$ cat src/rtl/hazard_ctrl_if.sv
// Pipeline-to-hazard-controller bundle: ID/EX instructions in, stall/flush and mult/div status out.
// The pipeline drives through the master modport; hazard_ctrl attaches through the slave modport.
interface hazard_ctrl_if;
    logic [31:0] instrD;
    logic [31:0] instrE;
    logic        stallF;
    logic        stallD;
    logic        flushE;
    logic        md_start;
    logic        md_busy;
    logic [31:0] stall_cnt;

    modport master (
        output instrD, instrE,
        input  stallF, stallD, flushE, md_start, md_busy, stall_cnt
    );

    modport slave (
        input  instrD, instrE,
        output stallF, stallD, flushE, md_start, md_busy, stall_cnt
    );
endinterface

$ cat src/rtl/hazard_ctrl.sv
// Load-use and mult/div hazard detection for the five-stage MIPS core.
// It also drives the IF/ID/EX hold-flush controls and keeps a saturating stall-cycle counter.
module hazard_ctrl #(
    parameter int unsigned MULT_CYCLES = 5,
    parameter int unsigned DIV_CYCLES  = 10
) (
    input  logic         clk,
    input  logic         reset,
    hazard_ctrl_if.slave bus
);
    localparam int unsigned CNT_W   = 8;
    localparam int unsigned SCNT_W  = 32;
    localparam logic [CNT_W-1:0] MULT_N = CNT_W'(MULT_CYCLES);
    localparam logic [CNT_W-1:0] DIV_N  = CNT_W'(DIV_CYCLES);

    localparam logic [5:0] OP_RTYPE = 6'b000000;
    localparam logic [5:0] OP_J     = 6'b000010;
    localparam logic [5:0] OP_JAL   = 6'b000011;
    localparam logic [5:0] OP_BEQ   = 6'b000100;
    localparam logic [5:0] OP_BNE   = 6'b000101;
    localparam logic [5:0] OP_LUI   = 6'b001111;
    localparam logic [5:0] OP_LB    = 6'b100000;
    localparam logic [5:0] OP_LH    = 6'b100001;
    localparam logic [5:0] OP_LW    = 6'b100011;
    localparam logic [5:0] OP_LBU   = 6'b100100;
    localparam logic [5:0] OP_LHU   = 6'b100101;

    typedef enum logic {IDLE, BUSY} state_e;

    state_e            state_q, state_d;
    logic [CNT_W-1:0]  cnt_q, cnt_d;
    logic [SCNT_W-1:0] stall_cnt_q, stall_cnt_d;

    logic [5:0] op_d, op_e;
    logic [3:0] funct_hi_d, funct_hi_e;
    logic       funct_div_e;
    logic [4:0] rs_d, rt_d, rt_e;

    logic reads_rs, reads_rt, load_e, lu;
    logic md_op_e, hilo_op_d, md_busy;
    logic md_start_c, stall_c;
    logic unused_bits;

    assign op_d        = bus.instrD[31:26];
    assign rs_d        = bus.instrD[25:21];
    assign rt_d        = bus.instrD[20:16];
    assign funct_hi_d  = bus.instrD[5:2];
    assign op_e        = bus.instrE[31:26];
    assign rt_e        = bus.instrE[20:16];
    assign funct_hi_e  = bus.instrE[5:2];
    assign funct_div_e = bus.instrE[1];
    assign unused_bits = ^{bus.instrD[15:6], bus.instrD[1:0],
                           bus.instrE[25:21], bus.instrE[15:6], bus.instrE[0]};

    // Load-use: ID reads the register an EX-stage load is about to write
    always_comb begin
        reads_rs = !((op_d == OP_J) || (op_d == OP_JAL) || (op_d == OP_LUI));
        reads_rt = (op_d == OP_RTYPE) || (op_d == OP_BEQ) || (op_d == OP_BNE) ||
                   (op_d[5:3] == 3'b101);
        load_e   = (op_e == OP_LB) || (op_e == OP_LH) || (op_e == OP_LW) ||
                   (op_e == OP_LBU) || (op_e == OP_LHU);
        lu       = load_e && (rt_e != 5'd0) &&
                   ((reads_rs && (rs_d == rt_e)) || (reads_rt && (rt_d == rt_e)));
    end

    // mult/multu/div/divu = funct 0110xx; mfhi/mthi/mflo/mtlo = funct 0100xx
    always_comb begin
        md_op_e   = (op_e == OP_RTYPE) && (funct_hi_e == 4'b0110);
        hilo_op_d = (op_d == OP_RTYPE) &&
                    ((funct_hi_d == 4'b0110) || (funct_hi_d == 4'b0100));
    end

    assign md_busy = (state_q == BUSY);

    // Mult/div occupancy FSM; a start while BUSY is ignored
    always_comb begin
        state_d    = state_q;
        cnt_d      = cnt_q;
        md_start_c = 1'b0;
        case (state_q)
            IDLE: begin
                if (md_op_e && !reset) begin
                    md_start_c = 1'b1;
                    state_d    = BUSY;
                    cnt_d      = funct_div_e ? DIV_N : MULT_N;
                end
            end
            BUSY: begin
                if (cnt_q == CNT_W'(1)) begin
                    state_d = IDLE;
                    cnt_d   = '0;
                end else begin
                    cnt_d = cnt_q - CNT_W'(1);
                end
            end
        endcase
    end

    // Single merged stall; the counter saturates at all-ones
    always_comb begin
        stall_c     = !reset && (lu || (hilo_op_d && (md_start_c || md_busy)));
        stall_cnt_d = stall_cnt_q;
        if (stall_c && (stall_cnt_q != {SCNT_W{1'b1}})) begin
            stall_cnt_d = stall_cnt_q + SCNT_W'(1);
        end
    end

    always_ff @(posedge clk) begin
        if (reset) begin
            state_q     <= IDLE;
            cnt_q       <= '0;
            stall_cnt_q <= '0;
        end else begin
            state_q     <= state_d;
            cnt_q       <= cnt_d;
            stall_cnt_q <= stall_cnt_d;
        end
    end

    assign bus.stallF    = stall_c;
    assign bus.stallD    = stall_c;
    assign bus.flushE    = stall_c;
    assign bus.md_start  = md_start_c;
    assign bus.md_busy   = md_busy;
    assign bus.stall_cnt = stall_cnt_q;
endmodule

$ cat src/flat_wrapper.sv
// flat-port wrapper written by rule: the top's interface ports become plain ports
module hazard_ctrl_flat 
#(
    parameter int unsigned MULT_CYCLES = 5,
    parameter int unsigned DIV_CYCLES  = 10
)
  (clk, reset, bus_instrD, bus_instrE, bus_stallF, bus_stallD, bus_flushE, bus_md_start, bus_md_busy, bus_stall_cnt);
  hazard_ctrl_if bus_i ();
  input  logic clk;
  input  logic reset;
  input wire logic [$bits(bus_i.instrD)-1:0] bus_instrD;
  input wire logic [$bits(bus_i.instrE)-1:0] bus_instrE;
  output wire logic [$bits(bus_i.stallF)-1:0] bus_stallF;
  output wire logic [$bits(bus_i.stallD)-1:0] bus_stallD;
  output wire logic [$bits(bus_i.flushE)-1:0] bus_flushE;
  output wire logic [$bits(bus_i.md_start)-1:0] bus_md_start;
  output wire logic [$bits(bus_i.md_busy)-1:0] bus_md_busy;
  output wire logic [$bits(bus_i.stall_cnt)-1:0] bus_stall_cnt;
  assign bus_i.instrD = bus_instrD;
  assign bus_i.instrE = bus_instrE;
  assign bus_stallF = bus_i.stallF;
  assign bus_stallD = bus_i.stallD;
  assign bus_flushE = bus_i.flushE;
  assign bus_md_start = bus_i.md_start;
  assign bus_md_busy = bus_i.md_busy;
  assign bus_stall_cnt = bus_i.stall_cnt;
  hazard_ctrl #(.MULT_CYCLES(MULT_CYCLES), .DIV_CYCLES(DIV_CYCLES)) u_core (.clk(clk), .reset(reset), .bus(bus_i));
endmodule
$ cat config.mk
export PLATFORM = sky130hd
export DESIGN_NAME = hazard_ctrl_flat
export DESIGN_NICKNAME = d
export VERILOG_FILES = /design/src/rtl/hazard_ctrl_if.sv /design/src/rtl/hazard_ctrl.sv /design/src/flat_wrapper.sv
export SDC_FILE = /design/constraint.sdc
export NUM_CORES = 1
export LEC_CHECK = 0
export CORE_ASPECT_RATIO = 1.1
export CORE_MARGIN = 2
export CORE_UTILIZATION = 43
export CTS_CLUSTER_DIAMETER = 200
export DETAILED_ROUTE_END_ITERATION = 7
export GPL_TIMING_DRIVEN = 0
export PLACE_DENSITY_LB_ADDON = 0.25
export SETUP_SLACK_MARGIN = 0.5
export SYNTH_ARGS = -nofsm -noshare
export SYNTH_HDL_FRONTEND = slang
export SYNTH_SLANG_ARGS = --single-unit
$ cat constraint.sdc
create_clock -name clk -period 3.05 [get_ports clk]
set_clock_uncertainty 0.2 [all_clocks]
set_input_delay 0.61 -clock clk [delete_from_list [all_inputs] [get_ports clk]]
set_output_delay 0.61 -clock clk [all_outputs]
set_load 0.02 [all_outputs]
### Word level (Yosys, flattened, before mapping)

Index checks and enable logic that the tools add are counted.

| storage, ports and cells | value |
|---|---|
| register bits after elaboration | 41 |
| bits of input ports | 66 |
| logic and storage cells | 61 |
| output and inout bits | 37 |

| operators by class | value |
|---|---|
| add/subtract/negate cells | 2 |
| eq/ne operators | 19 |
| muxes and demuxes | 8 |
| bitwise gates (word level) | 1 |
| reduce and logical (&&, ||, !) cells | 28 |

Operators with widths:

| operator | number |
|---|---|
| 32-bit by 1-bit adder with 32-bit output (second input constant) | 1 |
| 32-bit != test (second input constant) | 1 |
| 6-bit equality test (second input constant) | 5 |
| 8-bit two-way mux | 2 |
| 8-bit case mux with 2 select lines | 1 |
| 1-bit logical OR | 13 |
| 4-bit by 3-bit equality test with 1-bit output (second input constant) | 3 |
| 6-bit by 2-bit equality test with 1-bit output (second input constant) | 2 |
| 6-bit by 3-bit equality test with 1-bit output (second input constant) | 2 |
| 6-bit logical NOT | 2 |
| 5-bit equality test | 2 |
| 1-bit logical AND | 10 |
| 8-bit by 1-bit equality test with 1-bit output (second input constant) | 1 |
| 8-bit by 1-bit subtractor with 8-bit output (second input constant) | 1 |
| 6-bit by 4-bit equality test with 1-bit output (second input constant) | 1 |
| 5-bit nonzero test | 1 |
| 4-bit two-way mux | 1 |
| 3-bit equality test (second input constant) | 1 |
| 1-bit two-way mux | 3 |
| 1-bit logical NOT | 2 |
| 2-bit by 1-bit != test with 1-bit output (second input constant) | 1 |
| 1-bit case mux with 2 select lines | 1 |
| 1-bit inverter | 1 |

### Depth between registers and ports, before layout

| logic depth | value |
|---|---|
| depth in word-level cells | 10 |
| gate-level depth with buffers | 11 |
| depth with buffers taken out | 8 |

### Worst setup path before layout

Ideal clock, no wire load.

| path | value |
|---|---|
| path type | input port to output port |
| start point | in reset |
| end point | out bus_stallD |
| path buffers | 2 |
| setup slack | 358 ps |
| cell stages on the path | 6 |
| data arrival time | 1882 ps |
| data required time | 2240 ps |
| path through | clkbuf_1 nor3_2 a31oi_1 nor2_4 or2_2 buf_4 |

| on the way | value |
|---|---|
| word-level cells in the longest chain between the ends | 8 |

Ends and longest elaborated chain:

| element | line | text |
|---|---|---|
| start: declaration | flat_wrapper.sv:10 | `input logic reset;` |
| 1-bit logical NOT (*) | hazard_ctrl.sv:82, hazard_ctrl.sv:101 |  |
| 1-bit logical AND | hazard_ctrl.sv:82 | `if (md_op_e && !reset) begin` |
| 1-bit two-way mux | hazard_ctrl.sv:82 |  |
| 1-bit two-way mux | hazard_ctrl.sv:80 | `case (state_q)` |
| 1-bit logical OR | hazard_ctrl.sv:101 | `stall_c = !reset && (lu \|\| (hilo_op_d && (md_start_c \|\| md_busy)));` |
| 1-bit logical AND | hazard_ctrl.sv:101 |  |
| 1-bit logical OR | hazard_ctrl.sv:101 |  |
| 1-bit logical AND (*) | hazard_ctrl.sv:101 |  |
| end: declaration | flat_wrapper.sv:14 | `output wire logic [$bits(bus_i.stallD)-1:0] bus_stallD;` |

Mark *: on every way between the ends. The rest lies on a longest branch, timed or not.

### Final worst setup path

| path | value |
|---|---|
| start point | in bus_instrE[30] |
| end point | out bus_stallF |

| on the way | value |
|---|---|
| word-level cells in the longest chain between the ends | 9 |
| elaborated cells between the ends (all ways) | 20 |
| those cells by class | eq/ne (5); mux (2); reduce/logical (13) |

Ends and longest elaborated chain:

| element | line | text |
|---|---|---|
| start: declaration | flat_wrapper.sv:12 | `input wire logic [$bits(bus_i.instrE)-1:0] bus_instrE;` |
| 6-bit logical NOT / 6-bit equality test (equally long branches) | hazard_ctrl.sv:68, hazard_ctrl.sv:60 |  |
| 1-bit logical AND / 1-bit logical OR (equally long branches) | hazard_ctrl.sv:68, hazard_ctrl.sv:60 |  |
| 1-bit logical AND / 1-bit logical OR (equally long branches) | hazard_ctrl.sv:82, hazard_ctrl.sv:60 |  |
| 1-bit two-way mux / 1-bit logical OR (equally long branches) | hazard_ctrl.sv:82, hazard_ctrl.sv:60 |  |
| 1-bit two-way mux / 1-bit logical OR (equally long branches) | hazard_ctrl.sv:80, hazard_ctrl.sv:61 |  |
| 1-bit logical OR / 1-bit logical AND (equally long branches) | hazard_ctrl.sv:101, hazard_ctrl.sv:62 |  |
| 1-bit logical AND, on equally long branches | hazard_ctrl.sv:101, hazard_ctrl.sv:62 |  |
| 1-bit logical OR (*) | hazard_ctrl.sv:101 |  |
| 1-bit logical AND (*) | hazard_ctrl.sv:101 |  |
| end: declaration | flat_wrapper.sv:13 | `output wire logic [$bits(bus_i.stallF)-1:0] bus_stallF;` |

Marked as above.

==> flow_summary.ini <==
[global_route]
antenna_found_initial = 0
grt_first_pass_wirelength_mm = 11.0
grt_pass1_vias = 2464
grt_max_degree = 13
overflow = 0
track_usage_pct = 22.6

[cells_and_area]
post-route-util_pct = 66.9
antennaDiodeCount = 0
stdcell_count = 464
stdcell_area_sq_um = 3610
fin_nets = 458
mostFrequentLayoutCell = dfxtp_1
syn_to_final_growth_pct = 50.2
drive_above_1_share_pct = 28.0
nFillCells = 454
final_cell_mix = 37 x dfxtp_1, 34 x clkdlybuf4s50_1, 24 x buf_4, 23 x a21oi_1, 20 x nor2_1

[detailed_routing]
drc_errors = 0
drtIter0Drc = 155
firstDrtPassIters = 4
vias = 2586
drtAntennaViolNets = 0
drt_wl_total_mm = 6.95
vias_per_cell = 5.57
routedWlPerCell_um = 15.0

[logic_synthesis]
synth_nets = 356
yosys_most_used_dff = dfxtp_1
synth_edf_count = 0
ys_warn_count = 0
synth_xor_area_share_pct = 5.83
async_flop_share_pct = 0
synth-seq-cells = 41
synthAdderAreaFrac_pct = 1.56
synth_top_family_by_area = simple AND/OR/NAND/NOR gates
avgSynthCellArea_sq_um = 8.37
synth_top_cell_area_share_pct = 34.1
synth.area.mux_share_pct = 0
synthTopCellsByArea = dfxtp_1 34%, a21oi_1 4.8%, or3_1 4.4%
netlist_area_sq_um = 2400
synth-simple-area-share_pct = 28.8
yosys.area.top_type = dfxtp_1
synth_compound_area_share_pct = 24.0
synth.distinct_cells = 51
syn_inst = 287
yosysSeqAreaShare_pct = 34.1

[outcome]
status = finished, final reports clean

[critical_path]
critical_path.slowest_cell = or2_4
required_ns = 2.24
reg2reg_from = u_core.bus.stall_cnt[0]$_SDFFE_PP0P_
worstReg2RegEnd = u_core.bus.stall_cnt[0]$_SDFFE_PP0P_
slowest_delay_ns = 0.27
cp-end-kind = output pin
worstSetupStartpointType = input port
cp_cell_sequence = clkdlybuf4s15_1, nor3_4, buf_4, a31oi_4, nor2_4, or2_4, buf_6, buf_6
worstPathMaxFanout = 3
cp.arrival_ns = 1.83
r2r_slack_ns = 0.56
ff2ff_path_depth = 11
path_buf_inv = 4
path_class = in -> out
crit_path_frequent_cell = buf_6
cp_top_family = buffers and inverters

[worst_hold_path]
worstHoldStart = u_core.bus.stall_cnt[26]$_SDFFE_PP0P_
hold_end = u_core.bus.stall_cnt[26]$_SDFFE_PP0P_
whs_path_depth = 2
hold_path_class = reg -> reg

[pwr]
power_density_nw_per_um2 = 293
leakage_uw = 0.00124
ir_worst_vdd_uv = 285

[placement]
dp_cells = 434
gp_congestion = 0.861
dp_slack_ns = -0.778
dp_hpwl_mm = 4.83
io_buffers = 72
dpl_cell_area_sq_um = 3260

[run]
cap_violations = 0

[die]
floorplan.core_area_sq_um = 5400
dieArea_sq_um = 6200
die_w_um = 75.3
chipHeight_um = 82.4
rows = 28
initial_core_util_pct = 44.6
io_pins = 103

[sta]
worst_slew_pin_slew_ns = 0.623
fin_crit_sh_pct = 86.6
hold_viol = 0
min_period_ns = 2.64
rsz0062_at_grt = true
finalMaxSlewViolations = 0
max_freq_mhz = 379
fin_tns_setup_ns = 0
finalSetupViolCount = 0
timing.final.ws_setup_ns = 0.410
maxSlewHeadroom_pct = 58.5

[clock_tree]
clock_path_buffers = 2
h-tree-depth = 2
numCtsBuffers = 5
ctsHoldBuffers = 0
cts-root-buf = clkbuf_8
insertion_delay_ns = 0.29
cts_tree = done
clk_pin_slew_ns = 0.08
clock_sinks = 41
==> final cells by class <==
class | instances | area, sq um | area share (%)
multi-input combinational | 223 | 1590 | 44.1
timing repair buffer | 95 | 841 | 23.3
buffer | 14 | 115 | 3.19
clock inverter | 2 | 35.0 | 0.970
clock buffer | 5 | 68.8 | 1.91
sequential | 41 | 831 | 23.0
inverter | 9 | 33.8 | 0.936
tap | 75 | 93.8 | 2.60
==> flip-flops by register name (all words and copies together) (netlist names) <==
name / flops
u_core.bus.stall_cnt: 32
u_core.cnt_q: 8
u_core.bus.md_busy: 1
==> cells in the mapped netlist (3+ instances only) <==
| master | instances |
|---|---|
| nor2_1 | 24 |
| nor3_1 | 7 |
| o21ai_1 | 6 |
| o211ai_1 | 6 |
| or4_1 | 8 |
| and3_1 | 5 |
| o21ai_0 | 12 |
| o31ai_1 | 7 |
| a31oi_1 | 3 |
| a211oi_1 | 3 |
| dfxtp_1 | 41 |
| a21oi_2 | 7 |
| ha_1 | 3 |
| nand3_1 | 14 |
| a21oi_1 | 23 |
| o21ai_2 | 7 |
| or3_1 | 17 |
| nand3_2 | 3 |
| inv_1 | 9 |
| buf_6 | 4 |
| xnor2_1 | 4 |
| xor2_1 | 12 |
| nand2_1 | 16 |
| nand4_1 | 7 |
| clkbuf_1 | 7 |
==> cells by family (layout without fill, tap and decap cells) <==
| family | after synthesis | in the layout |
|---|---|---|
| compound gates | 84 | 84 |
| fa+ha+maj | 3 | 3 |
| buf+inv | 23 | 125 |
| xor+xnor | 16 | 16 |
| simple gates | 120 | 120 |
| flops | 41 | 41 |
==> how the worst max path moves through the flow <==
stage,depth (start not counted),slack (ns),startpoint,end
finish,8,0.41,bus_instrE[30],bus_stallF
detailed placement,8,-0.78,bus_instrE[17],bus_stallD
floorplan,6,0.49,bus_instrE[17],bus_stallD
global route,8,0.38,bus_instrD[26],bus_stallF
global placement,8,-0.77,bus_instrE[17],bus_stallF
CTS,8,0.45,bus_instrD[29],bus_stallF
==> what timing repair did <==
action | in CTS | in global routing
gates resized for setup | 132 | 23
pin swaps | 27 | 10
setup buffers | 10 | 13
endpoints found under the setup margin | 32 | 20
cloned | 0 | 0
==> where the power goes <==
| group | internal (uW) | switching (uW) |
|---|---|---|
| clock | 238 | 187 |
| sequential | 533 | 0.180 |
| combinational | 52.0 | 48.2 |
==> worst reg2reg max path: stages, from the launching register on <==
cell and delay [ns]:
dfxtp_4 0.39, ha_4 0.15, nand3_4 0.10, or2_1 0.24, buf_6 0.14, nor4_4 0.33, nand3_2 0.19, o21ai_4 0.13
buf_6 0.16, buf_12 0.14, xor2_2 0.15, nor2_1 0.05
==> layer usage <==
layer | track usage (%) | wire, um | vias up
met1 | 27.3 | 2740 | 1239
met5 | 0 | 0 | -
met3 | 3.88 | 290 | 16
li1 | - | - | 1260
met4 | 8.60 | 158 | 0
met2 | 39.5 | 3760 | 71
==> per-stage QoR <==
stage	total power (uW)	hold WS (ns)
2_1_floorplan	582	0.249
3_3_place_gp	642	0.273
3_5_place_dp	644	0.279
4_1_cts	1060	0.295
5_1_grt	1090	0.316
6_report	1060	0.299
(Power assumes the default switching activity.)
